File: src/rtl/tsp_axis_burst_master.sv
// Burst reader for the TS packing FIFO: drains BURST_LEN words per bulk and emits
// each burst as one AXI4-Stream packet through a 2-entry credit-managed skid buffer.
module tsp_axis_burst_master #(
   parameter int C_M_AXIS_TDATA_WIDTH = 32,
   parameter int BURST_LEN            = 16
) (
   input  logic                                clk,
   input  logic                                rst_n,
   input  logic                                enable,
   input  logic [C_M_AXIS_TDATA_WIDTH-1:0]     rdata,
   output logic                                r_enable,
   input  logic                                r_ready,
   output logic                                m_axis_tvalid,
   output logic [C_M_AXIS_TDATA_WIDTH-1:0]     m_axis_tdata,
   output logic [C_M_AXIS_TDATA_WIDTH/8-1:0]   m_axis_tstrb,
   output logic                                m_axis_tlast,
   input  logic                                m_axis_tready,
   output logic                                busy,
   output logic [31:0]                         burst_count
);

   localparam int CNT_W = (BURST_LEN > 1) ? $clog2(BURST_LEN + 1) : 1;
   localparam logic [CNT_W-1:0] LEN       = CNT_W'(BURST_LEN);
   localparam logic [CNT_W-1:0] LAST_BEAT = CNT_W'(BURST_LEN - 1);

   typedef enum logic [1:0] {IDLE, READ, DRAIN} state_t;

   state_t                            state, state_nxt;
   logic [CNT_W-1:0]                  rd_cnt;
   logic [CNT_W-1:0]                  wr_cnt;
   logic [1:0]                        occ;
   logic                              inflight;
   logic [C_M_AXIS_TDATA_WIDTH-1:0]   entry0, entry1;
   logic                              push, pop, credit_ok, tlast_hs, start;

   assign push          = inflight;
   assign pop           = m_axis_tvalid & m_axis_tready;
   assign m_axis_tvalid = (occ != 2'd0);
   assign m_axis_tdata  = entry0;
   assign m_axis_tstrb  = '1;
   assign m_axis_tlast  = m_axis_tvalid && (wr_cnt == LAST_BEAT);
   assign tlast_hs      = pop & m_axis_tlast;
   assign busy          = (state != IDLE);
   assign start         = (state == IDLE) && (state_nxt == READ);

   // A read may issue only if the word it returns is guaranteed a free skid slot.
   assign credit_ok = (({1'b0, occ} + {2'b00, inflight}) - {2'b00, pop}) < 3'd2;

   always_comb begin
      state_nxt = state;
      r_enable  = 1'b0;
      case (state)
         IDLE: begin
            if (enable && r_ready) state_nxt = READ;
         end
         READ: begin
            r_enable = credit_ok;
            if (credit_ok && (rd_cnt == CNT_W'(1))) state_nxt = DRAIN;
         end
         DRAIN: begin
            if (tlast_hs) state_nxt = IDLE;
         end
         default: state_nxt = IDLE;
      endcase
   end

   always_ff @(posedge clk or negedge rst_n) begin
      if (!rst_n) begin
         state       <= IDLE;
         rd_cnt      <= '0;
         wr_cnt      <= '0;
         inflight    <= 1'b0;
         burst_count <= '0;
      end else begin
         state    <= state_nxt;
         inflight <= r_enable;
         if (start)
            rd_cnt <= LEN;
         else if (r_enable)
            rd_cnt <= rd_cnt - CNT_W'(1);
         if (start)
            wr_cnt <= '0;
         else if (pop)
            wr_cnt <= (wr_cnt == LAST_BEAT) ? '0 : wr_cnt + CNT_W'(1);
         if (tlast_hs)
            burst_count <= burst_count + 32'd1;
      end
   end

   // Skid buffer: entry0 is always the head; a simultaneous push and pop keeps occ.
   always_ff @(posedge clk or negedge rst_n) begin
      if (!rst_n) begin
         occ    <= 2'd0;
         entry0 <= '0;
         entry1 <= '0;
      end else begin
         case ({push, pop})
            2'b10: begin
               if (occ == 2'd0) entry0 <= rdata;
               else             entry1 <= rdata;
               occ <= occ + 2'd1;
            end
            2'b01: begin
               entry0 <= entry1;
               occ    <= occ - 2'd1;
            end
            2'b11: begin
               if (occ == 2'd1) begin
                  entry0 <= rdata;
               end else begin
                  entry0 <= entry1;
                  entry1 <= rdata;
               end
            end
            default: ;
         endcase
      end
   end

endmodule

File: config.mk
export PLATFORM = sky130hd
export DESIGN_NAME = tsp_axis_burst_master
export DESIGN_NICKNAME = d
export VERILOG_FILES = /design/src/rtl/tsp_axis_burst_master.sv
export SDC_FILE = /design/constraint.sdc
export NUM_CORES = 1
export LEC_CHECK = 0
export ABC_AREA = 1
export ABC_CLOCK_PERIOD_IN_PS = 2800
export BUFFER_PORTS_ARGS = -buffer_cell sky130_fd_sc_hd__buf_2
export CAP_MARGIN = 10
export CELL_PAD_IN_SITES_DETAIL_PLACEMENT = 1
export CELL_PAD_IN_SITES_GLOBAL_PLACEMENT = 1
export CORE_MARGIN = 3
export CORE_UTILIZATION = 37
export DETAILED_ROUTE_END_ITERATION = 16
export PLACE_DENSITY = 0.85
export SETUP_SLACK_MARGIN = 0.02
export SYNTH_ARGS = -nofsm -noshare
export SYNTH_HDL_FRONTEND = slang
export SYNTH_SLANG_ARGS = --single-unit
File: constraint.sdc
create_clock -name clk -period 2.8 [get_ports clk]
set_input_delay 0.56 -clock clk [delete_from_list [all_inputs] [get_ports clk]]
set_output_delay 0.56 -clock clk [all_outputs]
set_load 0.02 [all_outputs]
==> results of run 1 <==
==> power by group <==
group,switching [uW],internal (uW),leakage [uW]
Combinational,1720,1100,0.00194
Clock,653,721,0.000154
Sequential,322,2160,0.00139
Total,2700,3980,0.00348
==> logic make-up (layout without fill, tap and decap cells) <==
logic type                 after synthesis  after routing  synth area share, %
buffers and inverters                  111            229                 8.07
other                                    1              4               0.0668
xor gates and xnor gates                18             18                 2.81
DFF                                    111            111                 49.5
and+or+nand+nor                        412            412                 31.7
AOI/OAI and AO/OA                       55             55                 5.95
adders and majority gates                8              8                 1.92
==> worst max-delay path by stage <==
stage | start | to | cells after the start
6_report | occ[1]$_DFFE_PN0N_ | r_enable | 13
5_1_grt | occ[1]$_DFFE_PN0N_ | rd_cnt[3]$_DFFE_PN0P_ | 21
3_5_place_dp | m_axis_tready | r_enable | 13
2_1_floorplan | m_axis_tready | r_enable | 13
3_3_place_gp | m_axis_tready | r_enable | 13
4_1_cts | occ[0]$_DFFE_PN0N_ | r_enable | 13
==> synth_stat cells, types with 3 or more instances <==
cell type  count
a21oi_1       11
buf_1          4
buf_2         14
buf_4          5
clkbuf_1       9
dfrtp_1      111
ha_1           7
inv_1         79
nand2_1      184
nand3_1      135
nand4_1        8
nor2_1        73
nor3b_1        3
o211ai_1       9
o21ai_0       28
xnor2_1        8
xor2_1        10
==> metrics by stage <==
stage	total power, uW	TNS [ns]
after global routing	7180	-1.54
after floorplan	4170	0
after CTS	6590	-0.138
after detailed placement	4990	0
final	6670	-0.564
after global placement	4890	0
==> state kept, by name (all words and copies together), names as in the netlist <==
| name | count |
|---|---|
| inflight | 1 |
| state | 2 |
| rd_cnt | 5 |
| wr_cnt | 5 |
| m_axis_tdata | 32 |
| burst_count | 32 |
| entry1 | 32 |
| occ | 2 |
==> cell type report <==
type                    count  area share, %
flip-flops and latches    111           40.5
multi-input cells         497           35.8
repair buffers            134           11.4
inverters                  79           4.32
well taps                 184           3.36
clock buffers              10           3.34
clock inverters             6           1.26
==> per-layer routing <==
layer / wire, um / track usage, % / vias up
met2: 7820 / 34.0 / 128
met3: 997 / 6.02 / 26
met1: 7010 / 24.5 / 2554
li1: - / - / 2522
met5: 13 / 0 / -
met4: 304 / 5.93 / 2
==> what timing repair did <==
item	4_1_cts	5_1_grt
gates cloned	0	0
setup endpoints to repair	1	6
setup buffers	10	3
resized for setup	5	10
pin swaps	1	0
==> worst max-delay path, cell delays in order (launching register included) <==
cell	delay, ns
dfrtp_1	0.39
inv_2	0.07
ha_4	0.17
nor2_4	0.09
inv_2	0.06
ha_4	0.28
nor2_4	0.04
fa_1	0.45
inv_1	0.10
nand2_2	0.07
nor2_2	0.09
nand2_2	0.07
inv_2	0.07
buf_6	0.11
==> run summary, run 1 <==
status: complete, but fails checks
violated checks: negative setup slack
RR Startpoint: occ[1]$_DFFE_PN0N_
antenna violations before repair: 1
ys async rst share: 100%
number of synthesized flops with an enable pin: 0
total congestion overflow: 0
most frequent cells in the layout: nand2_1, nand3_1, dfrtp_1, buf_2, inv_1
Worst R2R Setup Slack: -0.15 ns
final hold slack: 0.179 ns
Die Y-Extent: 129 um
dpl cell area: 6400 sq um
I/O pins: 109
Cells after Synth: 716
average wire per standard cell: 15.8 um
Post-CTS Hold Buffers: 0
post-route insts no fill: 1,021
Peak VDD IR: 0.550 mV
Final Cell Area: 6860 sq um
Hold Path Class: input pin to async pin
Cell Area, Synth: 5610 sq um
maxcap violations: 0
vias in the first global route: 5,477
mean post-synth cell area: 7.84 sq um
ant diodes: 0
CP max FO: 3
share of layout cells above drive strength 1: 20.3%
post-DP HPWL: 11,200 um
LEAKAGE: 0.00348 uW
area of the multi-input gates: 2450 sq um
top_reg_cell synth: dfrtp_1
register area share after synthesis: 49.5%
Peak Freq: 0.338 GHz
Cell variety after synth: 31
count of nets after finishing: 877
Hold Fails Final Rpt: 0
commonest non-fill, non-tap cell in the layout: nand2_1
DR vias: 5,232
Post-Place Setup Slack: 0.0286 ns
Avg Vias per Cell: 5.12
CP Capture Type: primary output
Final Worst Setup Slack: -0.160 ns
DRC: 0
Pre-antenna DRT Iters: 4
Reg area: 2780 sq um
R2R Path End: rd_cnt[3]$_DFFE_PN0P_
endpoints failing setup: 5
Syn. warnings: 0
Total GRT Usage: 20.0%
root buf cell: clkbuf_16
power per cell area: 973 nW/um^2
R2R depth: 21
CTS tree: built
H-tree depth: 3
WP data arrival: 2.40 ns
Initial Util: 38.2%
Routed Antenna Nets: 0
IO buf count: 104
worst slew pin tran: 0.570 ns
placed cells: 992
Final Util: 46.7%
floorplan row count: 44
Max Slew Vio Count: 0
fin crit share: 106%
Die Width: 129 um
gpl congestion: 0.800
post-synthesis register bit count: 111
top cell type's share of synthesized area: 49.5%
first-pass GRT wire length: 26,900 um
fill cell count: 1,815
drt total wl: 16,100 um
crit start category: register
Crit path required time: 2.24 ns
DRT iter0 DRCs: 221
clk buf depth: 2
crit path kind: register to primary output
pin count of the biggest net entering global routing: 45
area leader, netlist: dfrtp_1
RSZ-0062 raised after global routing: yes
Die ar.: 16,700 sq um
min cycle time layout: 2.96 ns
Final Skew: 0.00784 ns
dominant cells by area after synthesis: dfrtp_1, nand2_1, nand3_1
Layout area overhead: 22.2%
CTS buffer count: 9
Rel. slew slack: 62.0%
clk slew on worst S/H paths: 0.08 ns
clk sinks: 111
Core Box Area: 14,700 sq um
clock latency on the worst-skew pair: 0.36 ns
(Power assumes the default switching activity.)
==> inputs of run 2 (changes only) <==
- ABC_AREA: 1 -> default
- CORE_UTILIZATION: 37 -> 39
- PLACE_DENSITY: 0.85 -> 0.84
==> run 2 against run 1 <==
  * The flow still finishes with violations (negative setup slack)
  * First-iteration DRC count rose by 23%
  * Clock power down 11%
  * Cell count fell by 33%
  * Via count is 30% lower
  * Sequential power grew 3%
  * Synthesized cell count shrank 44%
  * Count of clock-buffer cells in the layout is 3 higher
  * Global-route usage shrank 1.3 points
==> run summary, run 2 <==
clk slew on worst S/H paths: 0.07 ns (about the same)
pin count of the biggest net entering global routing: 51 (+13%)
R2R depth: 12 (-43%)
CP max FO: 2 (-1)
endpoints failing setup: 1 (-4)
Layout area overhead: 24.0%
clock latency on the worst-skew pair: 0.34 ns (-0.02 ns)
Final Skew: 0.00513 ns (-0.00271 ns)
setup_tns: -0.0520 ns (+0.512 ns)
post-route insts no fill: 689 (-33%)
synth cell count leaders: dfrtp_1, a21o_1, a22o_1
Final Worst Setup Slack: -0.0520 ns (+0.108 ns)
Max Slew Vio Count: 0 (unchanged)
floorplan row count: 40 (-9.1%)
Cell variety after synth: 42 (+35%)
Avg Vias per Cell: 5.32 (+3.9%)
clk buf depth: 2 (unchanged)
Peak Freq: 0.351 GHz (+3.8%)
Tot Pwr: 6750 uW (+1.2%)
drt total wl: 12,700 um (-21%)
placed cells: 664 (-33%)
CTS buffer count: 9 (unchanged)
Final Cell Area: 6150 sq um (-10%)
area leader, netlist: dfrtp_1
antenna violations before repair: 0 (-1)
Die Width: 119 um (-8.0%)
first-pass GRT wire length: 21,100 um (-22%)
share of layout cells above drive strength 1: 36.7% (+16 points)
Initial Util: 40.6% (+2.4 points)
I/O pins: 109 (unchanged)
min cycle time layout: 2.85 ns (-0.108 ns)
RSZ-0062 raised after global routing: yes
Hold Path Class: input pin to async pin
maxcap violations: 0 (unchanged)
number of synthesized flops with an enable pin: 0 (unchanged)
dpl cell area: 5740 sq um (-10%)
ant diodes: 0 (unchanged)
post-synthesis register bit count: 111 (unchanged)
total congestion overflow: 0 (unchanged)
power per cell area: 1100 nW/um^2 (+13%)
CP Capture Type: primary output
Syn. warnings: 0 (unchanged)
violated checks: negative setup slack
average wire per standard cell: 18.4 um (+17%)
status: complete, but fails checks
IO buf count: 104 (unchanged)
worst slew pin tran: 0.886 ns (+0.316 ns)
top cell type's share of synthesized area: 56.0% (+6.5 points)
count of nets after finishing: 561 (-36%)
most frequent cell after synthesis: dfrtp_1
Die ar.: 14,100 sq um (-15%)
mean post-synth cell area: 12.5 sq um (+59%)
LEAKAGE: 0.00306 uW (-12%)
Hold Fails Final Rpt: 0 (unchanged)
DR vias: 3,668 (-30%)
Routed Antenna Nets: 0 (unchanged)
Pre-antenna DRT Iters: 4 (unchanged)
Cells after Synth: 398 (-44%)
crit path kind: register to primary output
H-tree depth: 3 (unchanged)
final hold slack: 0.240 ns (+0.0613 ns)
dominant cells by area after synthesis: dfrtp_1, mux2_2, a22o_1
most frequent cells in the layout: dfrtp_1, buf_2, a22o_1, a21o_1, mux2_2
root buf cell: clkbuf_16
Cell Area, Synth: 4960 sq um (-12%)
commonest non-fill, non-tap cell in the layout: dfrtp_1
register area share after synthesis: 56.0% (+6.5 points)
clk sinks: 111 (unchanged)
crit start category: register
Total GRT Usage: 18.6% (-1.3 points)
vias in the first global route: 4,047 (-26%)
fin crit share: 102% (-3.8 points)
ys async rst share: 100% (unchanged)
post-DP HPWL: 8650 um (-23%)
DRT iter0 DRCs: 272 (+23%)
Crit path required time: 2.24 ns (about the same)
CTS tree: built
Peak VDD IR: 0.674 mV (+23%)
DRC: 0 (unchanged)
top_reg_cell synth: dfrtp_1
gpl congestion: 0.752 (-6.0%)
Rel. slew slack: 40.7% (-21 points)
WP data arrival: 2.29 ns (-0.11 ns)
Die Y-Extent: 119 um (-8.0%)
Core Box Area: 12,200 sq um (-17%)
-- run 2: through the flow --
stage | utilization (%) | setup slack (ns)
detailed placement | 47.0 | 0.0293
global placement | 47.0 | 0.0595
floorplan | - | 0.0243
global route | 50.3 | -0.166
finish | 50.3 | -0.0520
CTS | 50.1 | -0.0811
-- run 2: cells by family after synthesis --
logic type | count (synthesis) | share of synthesized area [%]
muxes | 33 | 7.49
AOI/OAI and AO/OA | 76 | 12.1
other | 1 | 0.0756
DFF | 111 | 56.0
buffers and inverters | 31 | 3.23
adders and majority gates | 8 | 2.17
xor gates and xnor gates | 39 | 6.89
and+or+nand+nor | 99 | 12.0
-- run 2: critical path: stages (launching register included) --
cell and delay (ns):
dfrtp_1 0.37, inv_2 0.06, ha_4 0.16, nor2b_4 0.12, inv_2 0.06, ha_4 0.28, nor2_4 0.04, fa_2 0.42
xnor2_4 0.16, nor3_4 0.14, buf_6 0.14
-- run 2: path summary, 6_finish.rpt --
check	startpoint	end	slack [ns]
worst min register to register	burst_count[31]$_DFFE_PN0P_	burst_count[31]$_DFFE_PN0P_	0.46
worst max register to register	occ[1]$_DFFE_PN0N_	rd_cnt[2]$_DFFE_PN0P_	0.25
min in group clk	rdata[0]	m_axis_tdata[0]$_DFFE_PN0P_	0.43
worst min-delay path	rst_n	burst_count[7]$_DFFE_PN0P_	0.24
worst max-delay path	occ[1]$_DFFE_PN0N_	r_enable	-0.05
max in group asynchronous	rst_n	occ[1]$_DFFE_PN0N_	1.85
-- run 2: what timing repair did --
item                       in CTS  in global routing
cloned                          0                  0
setup endpoints to repair       1                  3
hold buffers                    0                  0
setup buffers                   7                  4
gates resized for setup         8                  3
pin swaps                       5                  7
-- run 2: final cells by class --
type,count,area (sq um)
Fill cell,1354,6060
Clock buffer,13,260
Sequential cell,111,2780
Multi-Input combinational cell,259,2130
Tap cell,168,210
Clock inverter,3,17.5
Inverter,7,26.3
Timing Repair Buffer,128,722
-- run 2: metal layers --
metal / vias up / track usage (%) / wire (um)
li1: 1669 / - / -
met1: 1912 / 23.1 / 5390
met2: 69 / 32.5 / 6710
met3: 18 / 3.01 / 343
met4: 0 / 7.31 / 260
met5: - / 0 / 0
-- run 2: where the power goes --
group	total (uW)	internal, uW	leakage [uW]	switching [uW]
logic	2980	1440	0.00154	1540
clock network	1220	651	0.000136	568
registers	2550	2190	0.00139	362
